==> src/rtl/serial_sample_bank_loader.sv <==
// Double-buffered sample bank loader: HPS writes LANES samples per four-phase
// handshake into a shadow bank, and a commit publishes it to the active bank.
module serial_sample_bank_loader #(
    parameter int NUM_SAMPLES = 32,
    parameter int LANES       = 4,
    parameter int DATA_W      = 8,
    parameter int IDX_W       = 32
) (
    input  logic                                    iClock,
    input  logic                                    iReset,
    input  logic [LANES*DATA_W-1:0]                 iSampleInput,
    input  logic [LANES*DATA_W-1:0]                 iSampleExpected,
    input  logic [LANES*DATA_W-1:0]                 iSampleValid,
    input  logic [IDX_W-1:0]                        iSampleIndex,
    input  logic                                    iWriteSample,
    input  logic                                    iCommit,
    input  logic                                    iClearShadow,
    input  logic                                    iConsumerBusy,
    output logic                                    oNextSample,
    output logic                                    oCommitDone,
    output logic [NUM_SAMPLES*DATA_W-1:0]           oInputSequences,
    output logic [NUM_SAMPLES*DATA_W-1:0]           oExpectedOutputs,
    output logic [NUM_SAMPLES*DATA_W-1:0]           oValidOutputs,
    output logic [$clog2(NUM_SAMPLES/LANES):0]      oLoadedWords,
    output logic                                    oIndexError,
    output logic [1:0]                              oState
);

    localparam int WORDS  = NUM_SAMPLES / LANES;
    localparam int CNT_W  = $clog2(WORDS) + 1;
    localparam int WORD_W = LANES * DATA_W;
    localparam int BANK_W = NUM_SAMPLES * DATA_W;
    localparam logic [IDX_W-1:0] WORDS_IDX = IDX_W'(WORDS);

    typedef enum logic [1:0] {
        IDLE   = 2'd0,
        WRITE  = 2'd1,
        COMMIT = 2'd2,
        ACK    = 2'd3
    } state_t;

    state_t              state_q, state_d;
    logic                ack_q, ack_d;
    logic                done_q, done_d;
    logic                err_q, err_d;
    logic [WORDS-1:0]    mask_q, mask_d;
    logic [CNT_W-1:0]    loaded_q, loaded_d;
    logic                wr_arm_q, wr_arm_d;
    logic                cm_arm_q, cm_arm_d;
    logic [BANK_W-1:0]   sh_in_q, sh_in_d;
    logic [BANK_W-1:0]   sh_exp_q, sh_exp_d;
    logic [BANK_W-1:0]   sh_val_q, sh_val_d;
    logic [BANK_W-1:0]   act_in_q, act_in_d;
    logic [BANK_W-1:0]   act_exp_q, act_exp_d;
    logic [BANK_W-1:0]   act_val_q, act_val_d;

    function automatic logic [CNT_W-1:0] popcount(input logic [WORDS-1:0] m);
        logic [CNT_W-1:0] c;
        c = '0;
        for (int i = 0; i < WORDS; i++) begin
            c = c + CNT_W'(m[i]);
        end
        return c;
    endfunction

    always_comb begin
        state_d   = state_q;
        ack_d     = ack_q;
        done_d    = done_q;
        // A clear pulse lands before any write in the same cycle.
        err_d     = iClearShadow ? 1'b0 : err_q;
        mask_d    = iClearShadow ? '0 : mask_q;
        // Requests are honoured only once their level has been seen low,
        // so a request left high across a reset is not replayed.
        wr_arm_d  = wr_arm_q | ~iWriteSample;
        cm_arm_d  = cm_arm_q | ~iCommit;
        sh_in_d   = sh_in_q;
        sh_exp_d  = sh_exp_q;
        sh_val_d  = sh_val_q;
        act_in_d  = act_in_q;
        act_exp_d = act_exp_q;
        act_val_d = act_val_q;

        case (state_q)
            IDLE: begin
                if (iWriteSample && wr_arm_q) begin
                    state_d = WRITE;
                end else if (iCommit && cm_arm_q && !iConsumerBusy) begin
                    state_d = COMMIT;
                end
            end
            WRITE: begin
                if (iSampleIndex < WORDS_IDX) begin
                    for (int w = 0; w < WORDS; w++) begin
                        if (iSampleIndex == IDX_W'(w)) begin
                            mask_d[w]                     = 1'b1;
                            sh_in_d[w*WORD_W +: WORD_W]  = iSampleInput;
                            sh_exp_d[w*WORD_W +: WORD_W] = iSampleExpected;
                            sh_val_d[w*WORD_W +: WORD_W] = iSampleValid;
                        end
                    end
                end else begin
                    err_d = 1'b1;
                end
                ack_d   = 1'b1;
                state_d = ACK;
            end
            ACK: begin
                if (!iWriteSample) begin
                    ack_d   = 1'b0;
                    state_d = IDLE;
                end
            end
            COMMIT: begin
                // The copy happens once, on the first COMMIT cycle; the rest
                // of the state only waits for the request to be withdrawn.
                if (!done_q) begin
                    act_in_d  = sh_in_q;
                    act_exp_d = sh_exp_q;
                    act_val_d = sh_val_q;
                    done_d    = 1'b1;
                end else if (!iCommit) begin
                    done_d  = 1'b0;
                    state_d = IDLE;
                end
            end
            default: state_d = IDLE;
        endcase

        loaded_d = popcount(mask_d);
    end

    always_ff @(posedge iClock or posedge iReset) begin
        if (iReset) begin
            state_q   <= IDLE;
            ack_q     <= 1'b0;
            done_q    <= 1'b0;
            err_q     <= 1'b0;
            mask_q    <= '0;
            loaded_q  <= '0;
            wr_arm_q  <= 1'b0;
            cm_arm_q  <= 1'b0;
            sh_in_q   <= '0;
            sh_exp_q  <= '0;
            sh_val_q  <= '0;
            act_in_q  <= '0;
            act_exp_q <= '0;
            act_val_q <= '0;
        end else begin
            state_q   <= state_d;
            ack_q     <= ack_d;
            done_q    <= done_d;
            err_q     <= err_d;
            mask_q    <= mask_d;
            loaded_q  <= loaded_d;
            wr_arm_q  <= wr_arm_d;
            cm_arm_q  <= cm_arm_d;
            sh_in_q   <= sh_in_d;
            sh_exp_q  <= sh_exp_d;
            sh_val_q  <= sh_val_d;
            act_in_q  <= act_in_d;
            act_exp_q <= act_exp_d;
            act_val_q <= act_val_d;
        end
    end

    assign oNextSample      = ack_q;
    assign oCommitDone      = done_q;
    assign oInputSequences  = act_in_q;
    assign oExpectedOutputs = act_exp_q;
    assign oValidOutputs    = act_val_q;
    assign oLoadedWords     = loaded_q;
    assign oIndexError      = err_q;
    assign oState           = state_q;

endmodule
==> config.mk <==
export PLATFORM = sky130hd
export DESIGN_NAME = serial_sample_bank_loader
export DESIGN_NICKNAME = d
export VERILOG_FILES = /design/src/rtl/serial_sample_bank_loader.sv
export SDC_FILE = /design/constraint.sdc
export NUM_CORES = 2
export LEC_CHECK = 0
export CAP_MARGIN = 20
export CORE_AREA = 2 2 357 359
export DETAILED_ROUTE_END_ITERATION = 8
export DIE_AREA = 0 0 359 361
export GPL_TIMING_DRIVEN = 0
export PLACE_DENSITY_LB_ADDON = 0.1
export SYNTH_ARGS = -nofsm -noshare
export SYNTH_HDL_FRONTEND = slang
export SYNTH_SLANG_ARGS = --single-unit
==> constraint.sdc <==
create_clock -name iClock -period 95.9 [get_ports iClock]
set_clock_uncertainty 0.05 [all_clocks]
set_input_delay 9.59 -clock iClock [delete_from_list [all_inputs] [get_ports iClock]]
set_output_delay 9.59 -clock iClock [all_outputs]
set_load 0.02 [all_outputs]
==> results.md <==
* Outcome: finished, final reports clean
* Average cell area after synthesis at 17.3 um^2
* Congestion Overflow GR at 0
* Vias in the first global route at 34,051
* Final hold slack at 0.422 ns
* Number of warnings issued by yosys at 0
* Peak ir drop on the vdd network at 16.7 uV
* Count of flip-flops with a built-in enable after synthesis at 0
* Number of max-slew violations in the final report at 0
* Max Cap Viol at 0
* Minimum clock period after layout at 15.05 ns
* Avg WL per Cell at 27.0 um
* DRT antenna net count at 0
* CTS tree: built
* Top Ports at 911
* Detailed router's first-iteration violation count at 1,754
* XOR/XNOR Fraction of Synth Area at 0.0152%
* First-pass GRT wire length at 244 mm
* Layout Cells excl Fill at 6,212
* Worst setup slack for register-to-register paths at 90.52 ns
* Worst slew pin tran at 1.14 ns
* Power density over the cells at 19.5 mW/mm^2
* Synthesized area at 0.0576 mm^2
* Clock Latency Late Sink at 0.77 ns
* Quantity of hold-fixing buffers added after cts at 0
* Most instantiated flip-flop cell in the synthesis netlist: sky130_fd_sc_hd__dfrtp_1
* Most frequent cells in the layout: sky130_fd_sc_hd__dfrtp_1 (1,555), sky130_fd_sc_hd__mux2_2 (1,432), sky130_fd_sc_hd__clkdlybuf4s50_1 (910)
* HP Class: register to register
* Total negative setup slack at 0 ns
* Total number of nets in the final design at 4,574
* CTS Buf Count at 165
* Final cycle utilization of the critical path at 15.7%
* Post-Place Worst Slack at 79.87 ns
* Final setup fails at 0
* Most frequent standard cell in the layout excluding fill and tap cells: sky130_fd_sc_hd__dfrtp_1
* Top cell type by total area after synthesis: sky130_fd_sc_hd__dfrtp_1
* Startpoint Class: input port
* H-tree depth at 4
* Reg clk slew, reported paths at 0.06 ns
* Dominant combinational cell family by area after synthesis: multiplexers
* Post-CTS Setup Inserts at 0
* Number of nets produced by synthesis at 3,476
* Clock root buffer master: sky130_fd_sc_hd__clkbuf_16
* Die height at 361 um
* Post-Route WL at 167 mm
* Count of instances resized after the clock tree is built at 0
* Vias at 32,633
* Worst path arrival time at 15.65 ns
* Number of buffers added on ports at 910
* Area of the core at 0.125 mm^2
* Antenna violations before repair at 13
* Mapped Cells at 3,335
* Number of remaining DRC errors at 0
* Fraction of final layout cells with drive strength greater than 1 at 39.3%
* Area fraction in compound gates after synthesis at 0.239%
* Detailed-routing iteration count for the pre-antenna-repair pass at 5
* Area growth from synthesis to final layout at 29.6%
* Headroom to the max-slew limit at 24.0%
* Largest net degree at the start of global routing at 132
* Area of the die at 0.130 mm^2
* Number of cells in the design after placement at 5,916
* Starting density of the core at 45.9%
* Detailed placer's ending HPWL at 121 mm
* Worst setup EP type: register
* Multiplexer area fraction after synthesis at 30.0%
* Overall track demand over capacity in global routing at 25.9%
* Horizontal extent of the die at 359 um
* Share of flip-flops with an asynchronous set or reset after synthesis at 100%
* Via count normalized by instance count at 5.25
* Maximum fanout count along the critical path at 10
* Share of the synthesized area in the top cell type at 67.6%
* Final RePlAce weighted congestion at 0.812
* Total number of clock tree sinks at 1,555
* Part of the Yosys area used for sequential elements at 67.6%
* Hold Vio Cnt, Final at 0
* Synth area leaders: sky130_fd_sc_hd__dfrtp_1 (68%), sky130_fd_sc_hd__mux2_2 (28%), sky130_fd_sc_hd__mux2_1 (2.0%)
* Data required time of the critical path at 96.51 ns
* Fmax at 66.5 MHz
* Setup repair after global routing missed its margin: false
* Critical setup path kind: input port to register
* Post-layout worst setup margin at 80.85 ns
* Pleak at 37.0 nW
* Netlist cell types at 32
* Number of buffers between clock root and the deepest sink at 3
* Area share of fa/ha/maj cells after synthesis at 0.204%
* Synthesized flop and latch total at 1,555
* Synthesized-area fraction occupied by and/or/nand/nor cells at 0.571%
* Standard-cell rows at 130
==> worst max-delay path, cell delays in order <==
cell                              delay [ns]
sky130_fd_sc_hd__clkdlybuf4s50_1        0.42
sky130_fd_sc_hd__nor4_2                 0.80
sky130_fd_sc_hd__nand4_4                0.53
sky130_fd_sc_hd__nor3_2                 1.00
sky130_fd_sc_hd__buf_2                  0.49
sky130_fd_sc_hd__buf_2                  0.39
sky130_fd_sc_hd__a21o_1                 0.18
sky130_fd_sc_hd__fa_1                   0.40
sky130_fd_sc_hd__inv_1                  0.09
sky130_fd_sc_hd__fa_1                   0.43
sky130_fd_sc_hd__fa_1                   0.43
sky130_fd_sc_hd__inv_1                  0.06
sky130_fd_sc_hd__ha_1                   0.16
sky130_fd_sc_hd__inv_1                  0.05
sky130_fd_sc_hd__fa_1                   0.37
sky130_fd_sc_hd__xnor2_1                0.22
==> metrics by stage <==
step	cell area (um^2)	total power [mW]	util [%]
2_1_floorplan	57600	0.775	-
4_1_cts	74700	1.48	59.5
3_5_place_dp	69300	0.847	55.3
5_1_grt	74700	1.51	59.5
3_3_place_gp	68800	0.847	54.8
6_report	74700	1.46	59.5
==> Yosys cell counts, types with 4 or more instances <==
library cell and count:
sky130_fd_sc_hd__buf_1 6, sky130_fd_sc_hd__mux2_2 1432, sky130_fd_sc_hd__dfrtp_1 1555, sky130_fd_sc_hd__fa_1 4, sky130_fd_sc_hd__mux2_1 104, sky130_fd_sc_hd__clkbuf_1 80
sky130_fd_sc_hd__nor4_4 4, sky130_fd_sc_hd__nor4_1 4, sky130_fd_sc_hd__o21ai_0 4, sky130_fd_sc_hd__nand2b_1 4, sky130_fd_sc_hd__a21o_1 8, sky130_fd_sc_hd__a21oi_1 6
sky130_fd_sc_hd__buf_2 69, sky130_fd_sc_hd__nor3_2 4, sky130_fd_sc_hd__buf_4 11, sky130_fd_sc_hd__nand2_1 4, sky130_fd_sc_hd__inv_1 12
==> sequential cells by signal, summed over array words and instances, names as in the netlist, 4 cells and up <==
| register | count |
|---|---|
| oInputSequences | 256 |
| oValidOutputs | 256 |
| sh_in_q | 256 |
| oLoadedWords | 4 |
| sh_val_q | 256 |
| sh_exp_q | 256 |
| oExpectedOutputs | 256 |
| mask_q | 8 |
==> cell type report <==
type | count | area (um^2)
multi-input combinational | 1602 | 17900
clock buffer | 257 | 4990
inverter | 12 | 52.6
sequential | 1555 | 38900
timing repair buffer | 931 | 9620
tap | 1650 | 2060
clock inverter | 35 | 358
fill | 9952 | 50700
antenna | 4 | 10.0
buffer | 166 | 752
==> cells by family (layout without fill, tap and decap cells) <==
kind of cell	count (synthesis)	in the layout
other cells	0	4
buf+inv	178	1401
mux	1536	1536
xor+xnor	1	1
compound gates	21	21
fa+ha+maj	7	7
simple gates	37	37
flops	1555	1555
==> power by group <==
part           internal (mW)  switching, mW  total [mW]  leakage (nW)
registers              0.657        0.00139       0.659          21.7
logic                 0.0592          0.112       0.171          12.7
clock network          0.372          0.257       0.629          2.63
total                   1.09          0.370        1.46          37.0
==> path summary, 6_finish.rpt <==
path | start | to | depth (start not counted)
min in group asynchronous | iReset | oInputSequences[210]$_DFFE_PP0P_ | 2
setup reg to reg | oState[1]$_DFFE_PP0P_ | oLoadedWords[2]$_DFF_PP0_ | 15
max in group asynchronous | iReset | sh_exp_q[218]$_DFFE_PP0P_ | 6
setup / recovery | iSampleIndex[27] | oLoadedWords[2]$_DFF_PP0_ | 16
hold reg to reg | cm_arm_q$_DFF_PP0_ | cm_arm_q$_DFF_PP0_ | 1
hold / removal | cm_arm_q$_DFF_PP0_ | cm_arm_q$_DFF_PP0_ | 1
==> metal layers <==
metal	vias up	track usage, %	routed length, um
li1	14007	-	-
met2	809	42.4	80600
met3	246	8.16	11700
met4	0	10.0	6530
met5	-	0	0
met1	17571	32.3	68700
No activity file was read; power rests on OpenSTA's default activity.
